### src/rtl/stage_fetch0_bp.sv
// Fetch-address stage: next-PC selection with a direct-mapped, ASID-tagged BTB
// and 2-bit taken counters. Prediction is combinational on the issued address.
module stage_fetch0_bp #(
    parameter int          BTB_ENTRIES = 16,
    parameter logic [29:0] RESET_PC    = 30'h0
) (
    input  logic        clk_core,
    input  logic        reset_n,
    output logic        fe0_valid,
    input  logic        fe1_stall,
    output logic        fe0_read_req,
    output logic [8:0]  fe0_read_asid,
    output logic [29:0] fe0_read_addr,
    output logic        fe0_pred_taken,
    output logic [29:0] fe0_pred_target,
    input  logic        de_setpc,
    input  logic [29:0] de_newpc,
    input  logic        de_btb_upd,
    input  logic [29:0] de_btb_pc,
    input  logic [29:0] de_btb_target,
    input  logic        de_btb_taken,
    input  logic        csr_fe_inhibit,
    input  logic        csr_setpc,
    input  logic [29:0] csr_newpc,
    input  logic [31:0] csr_satp,
    input  logic        csr_btb_flush
);

    localparam int IDXW = $clog2(BTB_ENTRIES);
    localparam int TAGW = 30 - IDXW;

    logic [BTB_ENTRIES-1:0] btb_valid;
    logic [TAGW-1:0]        btb_tag    [BTB_ENTRIES];
    logic [8:0]             btb_asid   [BTB_ENTRIES];
    logic [29:0]            btb_target [BTB_ENTRIES];
    logic [1:0]             btb_ctr    [BTB_ENTRIES];

    logic [29:0]     fe0_pc;
    logic [8:0]      cur_asid;
    logic            satp_unused;
    logic [IDXW-1:0] rd_idx;
    logic [TAGW-1:0] rd_tag;
    logic            rd_hit;
    logic [IDXW-1:0] up_idx;
    logic [TAGW-1:0] up_tag;
    logic            up_hit;

    function automatic logic [1:0] ctr_sat(input logic [1:0] ctr, input logic taken);
        if (taken)
            return (ctr == 2'b11) ? ctr : ctr + 2'b01;
        else
            return (ctr == 2'b00) ? ctr : ctr - 2'b01;
    endfunction

    assign cur_asid      = csr_satp[30:22];
    assign satp_unused   = ^{csr_satp[31], csr_satp[21:0]};
    assign fe0_read_asid = cur_asid;

    // A CSR redirect bypasses a fetch1 stall; inhibit overrides everything.
    assign fe0_read_req  = reset_n & (~fe1_stall | csr_setpc) & ~csr_fe_inhibit;
    assign fe0_valid     = fe0_read_req;
    assign fe0_read_addr = csr_setpc ? csr_newpc : (de_setpc ? de_newpc : fe0_pc);

    assign rd_idx = fe0_read_addr[IDXW-1:0];
    assign rd_tag = fe0_read_addr[29:IDXW];
    assign rd_hit = btb_valid[rd_idx] && (btb_tag[rd_idx] == rd_tag)
                    && (btb_asid[rd_idx] == cur_asid);

    assign fe0_pred_taken  = rd_hit & btb_ctr[rd_idx][1];
    assign fe0_pred_target = btb_target[rd_idx];

    assign up_idx = de_btb_pc[IDXW-1:0];
    assign up_tag = de_btb_pc[29:IDXW];
    assign up_hit = btb_valid[up_idx] && (btb_tag[up_idx] == up_tag)
                    && (btb_asid[up_idx] == cur_asid);

    // An unissued redirect is parked in fe0_pc so it is replayed next cycle.
    always_ff @(posedge clk_core) begin
        if (!reset_n)
            fe0_pc <= RESET_PC;
        else if (fe0_read_req)
            fe0_pc <= fe0_pred_taken ? fe0_pred_target : fe0_read_addr + 30'd1;
        else if (csr_setpc || de_setpc)
            fe0_pc <= fe0_read_addr;
    end

    always_ff @(posedge clk_core) begin
        if (!reset_n || csr_btb_flush)
            btb_valid <= '0;
        else if (de_btb_upd && (up_hit || de_btb_taken))
            btb_valid[up_idx] <= 1'b1;
    end

    // Entry payload carries no reset; valid bits gate every use of it.
    always_ff @(posedge clk_core) begin
        if (de_btb_upd && !csr_btb_flush) begin
            if (up_hit) begin
                btb_ctr[up_idx] <= ctr_sat(btb_ctr[up_idx], de_btb_taken);
                if (de_btb_taken)
                    btb_target[up_idx] <= de_btb_target;
            end else if (de_btb_taken) begin
                btb_tag[up_idx]    <= up_tag;
                btb_asid[up_idx]   <= cur_asid;
                btb_target[up_idx] <= de_btb_target;
                btb_ctr[up_idx]    <= 2'b10;
            end
        end
    end

endmodule

### config.mk
export PLATFORM = sky130hd
export DESIGN_NAME = stage_fetch0_bp
export DESIGN_NICKNAME = d
export VERILOG_FILES = /design/src/rtl/stage_fetch0_bp.sv
export SDC_FILE = /design/constraint.sdc
export NUM_CORES = 2
export LEC_CHECK = 0
export BUFFER_PORTS_ARGS = -buffer_cell sky130_fd_sc_hd__buf_2
export CAP_MARGIN = 40
export CORE_AREA = 2 2 359 290
export CTS_CLUSTER_SIZE = 10
export DETAILED_ROUTE_END_ITERATION = 10
export DIE_AREA = 0 0 361 292
export HOLD_SLACK_MARGIN = 0.06
export PLACE_DENSITY_LB_ADDON = 0.3
export SETUP_SLACK_MARGIN = 0.4
export SLEW_MARGIN = 10
export SYNTH_ARGS = -nofsm -noshare
export SYNTH_HDL_FRONTEND = slang
export SYNTH_SLANG_ARGS = --single-unit
### constraint.sdc
create_clock -name clk_core -period 4.9 [get_ports clk_core]
set_input_delay 0.49 -clock clk_core [delete_from_list [all_inputs] [get_ports clk_core]]
set_output_delay 0.49 -clock clk_core [all_outputs]
set_load 0.01 [all_outputs]
==> reports/summary.md <==
The logs give 110000 um for the half-perimeter wire length of the detailed placement result and 0.498 for the initial standard-cell utilization of the core. Detailed-route vias per instance: 6.87. Once detail routing completed, the nets flagged for antenna violations numbered 0.

The floorplan step defined a die boundary enclosing 105000 sq um. After layout, the minimum clock period comes to 4880 ps. For this block, the routed nets add up to 169000 um of wire.

The post-route cell area is 60500 sq um, and the count of endpoints failing setup in the final report is 0. The slew at the pin closest to its max-slew limit was 912 ps; the number of antenna violations at the first check in global routing was 21. The net switching component of the power was 5.86 mW; the total number of vias was 32737. Internal portion of total power: 17.0 mW. The worst setup path is launched from a flip-flop. The via count of the first global-routing pass was 31968; the width of the die was 361 um.

The tree built by TritonCTS fans out to 1118 sinks. Synthesis handed over a netlist of 2915 instances. The power density of the placed cells was 378 nW/um^2. In this run the static leakage power is 20.3 nW. The tightest hold path in the finished design has a slack of 101 ps. Adding up every negative setup slack in the final design gives 0 ps. The number of inserted filler cells in the final layout is 7292.

Leaving out fill and tap cells, the most frequent cell in the layout is sky130_fd_sc_hd__edfxtp_1. Clock tree synthesis selected as its root buffer the cell sky130_fd_sc_hd__clkbuf_16. In this run the critical register-to-register path is captured at fe0_pc[23]$_SDFFE_PN0P_. After detailed routing, the average wire length per cell comes to 35.6 um.

For the sequential cell area fraction in the yosys report, the log shows 0.653. The most used flip-flop cell after synthesis is sky130_fd_sc_hd__edfxtp_1. Setup repair after global routing could not meet its margin everywhere. Die extent in y: 292 um.

The proportion of layout cells with a drive suffix above 1 is 0.350. The critical setup path kind was flip-flop to output port. Timing analysis after detailed placement gives a worst setup slack of -24.8 ps.

Of all nets on the critical path, the largest fanout is 8. The capturing instance or port of the critical path was fe0_pred_taken. Synthesized area per cell: 17.4 sq um.

The required time at the endpoint of the critical path is 4410 ps. The worst path meets setup with 23.6 ps of slack. The largest net degree at the start of global routing was 58. At the end of routability-driven placement, the weighted congestion stood at 0.998.

In this run the register-to-register setup slack is 540 ps. Across the VDD grid, the largest voltage drop is 0.000296 V. 233 I/O pins were placed. In this run the deepest clock path goes through 3 buffers. The run gives 0.319 as the all-layer global routing usage. Number of cell instances on the worst register-to-register path: 18.

The fraction of power consumed by sequential logic was 0.465; the fmax was 205 MHz. During synthesis, Yosys emitted a total of 0 warnings. The total of flip-flops plus latches after synthesis is 1118. The number of I/O port buffers is 209, and the count of routing violations after the opening detailed-route iteration is 5099.

The run finished with clean final reports. The tool flagged a number of max-cap violations equal to 0. The wire length of the first global-routing pass came out at 237000 um. The clock arrives with 34.3 ps of skew.

The tools report the headroom to the max-slew limit as 0.392. Yosys attributes the largest share of cell area to sky130_fd_sc_hd__edfxtp_1, sky130_fd_sc_hd__mux4_2, sky130_fd_sc_hd__mux2i_1. Summing every instance area after synthesis gives 50700 sq um.

Counting every net in the synthesized netlist gives 3077. Leaving out fill and tap cells, the most frequent cells in the layout are sky130_fd_sc_hd__edfxtp_1, sky130_fd_sc_hd__mux4_2, sky130_fd_sc_hd__buf_4, sky130_fd_sc_hd__nand2_1, sky130_fd_sc_hd__buf_2. The core region is 102000 sq um. The tools report the hold buffer count at CTS as 0. The logs give 0.141 for the part of the total power dissipated in combinational logic and 0.594 for the share of the core filled with cells in the final layout.

The path class of the lowest-slack min-delay path was primary input to flip-flop. Buffers inserted during clock tree synthesis total 132. The arrival time of data at the critical path endpoint is 4390 ps.

CTS built an H-tree with a depth of 4. The clock network latency to the later pin of the worst-skew pair is 760 ps, and the count of unresolved DRC violations after routing is 0. The first detailed-routing pass took 6 iterations.

The critical path starts at fe0_pc[3]$_SDFFE_PN0P_. In the final design database the tool counted 3522 nets. The leftover overflow at the end of global routing is 0. The total placed instance area is 55600 sq um, and the number of enable-type register cells in the synthesized netlist is 1072. Switching share of power: 0.256. The number of pins exceeding their max-slew limit in the final report came out at 0. The final cycle utilization of the critical path works out to 0.995. TritonCTS built the clock tree.

The fraction of post-synthesis cell area in the top cell type by area came out at 0.635. The library cell occupying the most area in the post-synthesis netlist was sky130_fd_sc_hd__edfxtp_1. The share of synthesized flip-flops with an asynchronous set or reset was 0. The worst setup path is captured at an output port. Counting distinct cell types in the post-synthesis netlist gives 83. The run gives 105 as the total number of placement rows.

Reg-to-reg critical path startpoint: fe0_pc[0]$_SDFFE_PN0P_. The clock network fraction of design power was 0.394; the area growth from synthesis to final layout was 19.4%. The clock-pin slew reported for the worst setup and hold paths after clock tree synthesis came out at 60 ps.

The run gives 0 as the final count of hold timing violations.
-- layout make-up --
type                            instances  area, sq um  share of cell area
Sequential cell                      1118        33100               0.547
Multi-Input combinational cell       1549        17000               0.282
Timing Repair Buffer                  525         4580              0.0757
Clock buffer                          165         3470              0.0573
Tap cell                             1337         1670              0.0276
Clock inverter                         20          408             0.00674
Inverter                               30          159             0.00263
Antenna cell                           15         37.5            0.000620
Timing Repair inverter                  4         31.3            0.000517
-- worst min-delay path by stage --
stage	from	depth (start not counted)	end	slack [ps]
4_1_cts	reset_n	3	fe0_pc[14]$_SDFFE_PN0P_	60
6_report	reset_n	3	fe0_pc[14]$_SDFFE_PN0P_	100
3_3_place_gp	btb_valid[0]$_SDFFE_PP0P_	1	btb_valid[0]$_SDFFE_PP0P_	470
3_5_place_dp	btb_valid[10]$_SDFFE_PP0P_	1	btb_valid[10]$_SDFFE_PP0P_	480
2_1_floorplan	btb_valid[6]$_SDFFE_PP0P_	1	btb_valid[6]$_SDFFE_PP0P_	460
5_1_grt	reset_n	3	fe0_pc[14]$_SDFFE_PN0P_	90
-- kinds of logic (layout without fill, tap and decap cells) --
| logic type | after synthesis | after routing | share of synthesized area |
|---|---|---|---|
| XOR/XNOR | 88 | 88 | 0.0152 |
| buffers and inverters | 248 | 744 | 0.0224 |
| AND/OR/NAND/NOR | 556 | 556 | 0.0512 |
| multiplexers | 531 | 531 | 0.203 |
| other | 0 | 15 | 0 |
| flip-flops | 1118 | 1118 | 0.653 |
| adder cells (fa/ha/maj) | 2 | 2 | 0.000444 |
| AO/OA/AOI/OAI | 372 | 372 | 0.0546 |
-- synth_stat cells (all sizes together), types with 18 or more instances --
master,number
a2111oi,24
a21oi,67
a221oi,26
a31oi,35
a32oi,18
buf,133
clkbuf,85
dfxtp,46
edfxtp,1072
inv,27
mux2i,122
mux4,395
nand2,220
nand3,64
nand4,20
nor2,118
nor3,27
o211a,21
o21a,32
o21ai,34
or3,19
xnor2,48
xor2,40
-- state kept, by name (all words and copies together), names as in the netlist --
name,cells
fe0_pc,30
btb_asid,144
btb_valid,16
btb_ctr,32
btb_tag,416
btb_target,480
-- critical path, cell delays in order (launching register included) --
cell	delay [ps]
sky130_fd_sc_hd__dfxtp_1	490
sky130_fd_sc_hd__mux2_2	290
sky130_fd_sc_hd__o21ai_4	100
sky130_fd_sc_hd__inv_4	220
sky130_fd_sc_hd__buf_4	220
sky130_fd_sc_hd__buf_4	220
sky130_fd_sc_hd__or3_1	130
sky130_fd_sc_hd__mux2i_1	170
sky130_fd_sc_hd__a2111oi_4	410
sky130_fd_sc_hd__o2111ai_2	210
sky130_fd_sc_hd__nor4_4	380
sky130_fd_sc_hd__nand4_4	200
sky130_fd_sc_hd__nor4b_4	300
sky130_fd_sc_hd__buf_6	140
sky130_fd_sc_hd__buf_4	140
-- through the flow --
stage | total power [mW] | cells
6_report | 22.9 | 4763
5_1_grt | 23.4 | 4756
4_1_cts | 22.8 | 4736
3_5_place_dp | 13.7 | 4522
3_3_place_gp | 13.7 | 4518
2_1_floorplan | 12.4 | 2915
-- metal layers --
metal | global-route usage | share of wire | vias to the layer above
met4 | 0.127 | 0.040 | 16
met1 | 0.450 | 0.38 | 16868
met5 | 0 | 0.00059 | -
li1 | - | - | 12913
met3 | 0.106 | 0.14 | 404
met2 | 0.459 | 0.44 | 2536
-- power groups by stage --
| stage | clock network (mW) | logic [mW] | registers [mW] |
|---|---|---|---|
| 5_1_grt | 9.44 | 3.32 | 10.6 |
| 3_3_place_gp | 0 | 2.86 | 10.8 |
| 4_1_cts | 9.08 | 3.09 | 10.6 |
| 2_1_floorplan | 0 | 1.59 | 10.8 |
| 3_5_place_dp | 0 | 2.90 | 10.8 |
| 6_report | 9.01 | 3.22 | 10.6 |
-- repair_timing --
| action | in CTS | in global routing |
|---|---|---|
| setup endpoints to repair | 25 | 18 |
| pin swaps | 16 | 14 |
| cloned | 10 | 3 |
| hold endpoints to repair | 0 | 0 |
| gates resized for setup | 61 | 34 |
| buffers inserted | 19 | 9 |
Note: power is estimated with default switching activity, not from simulation.
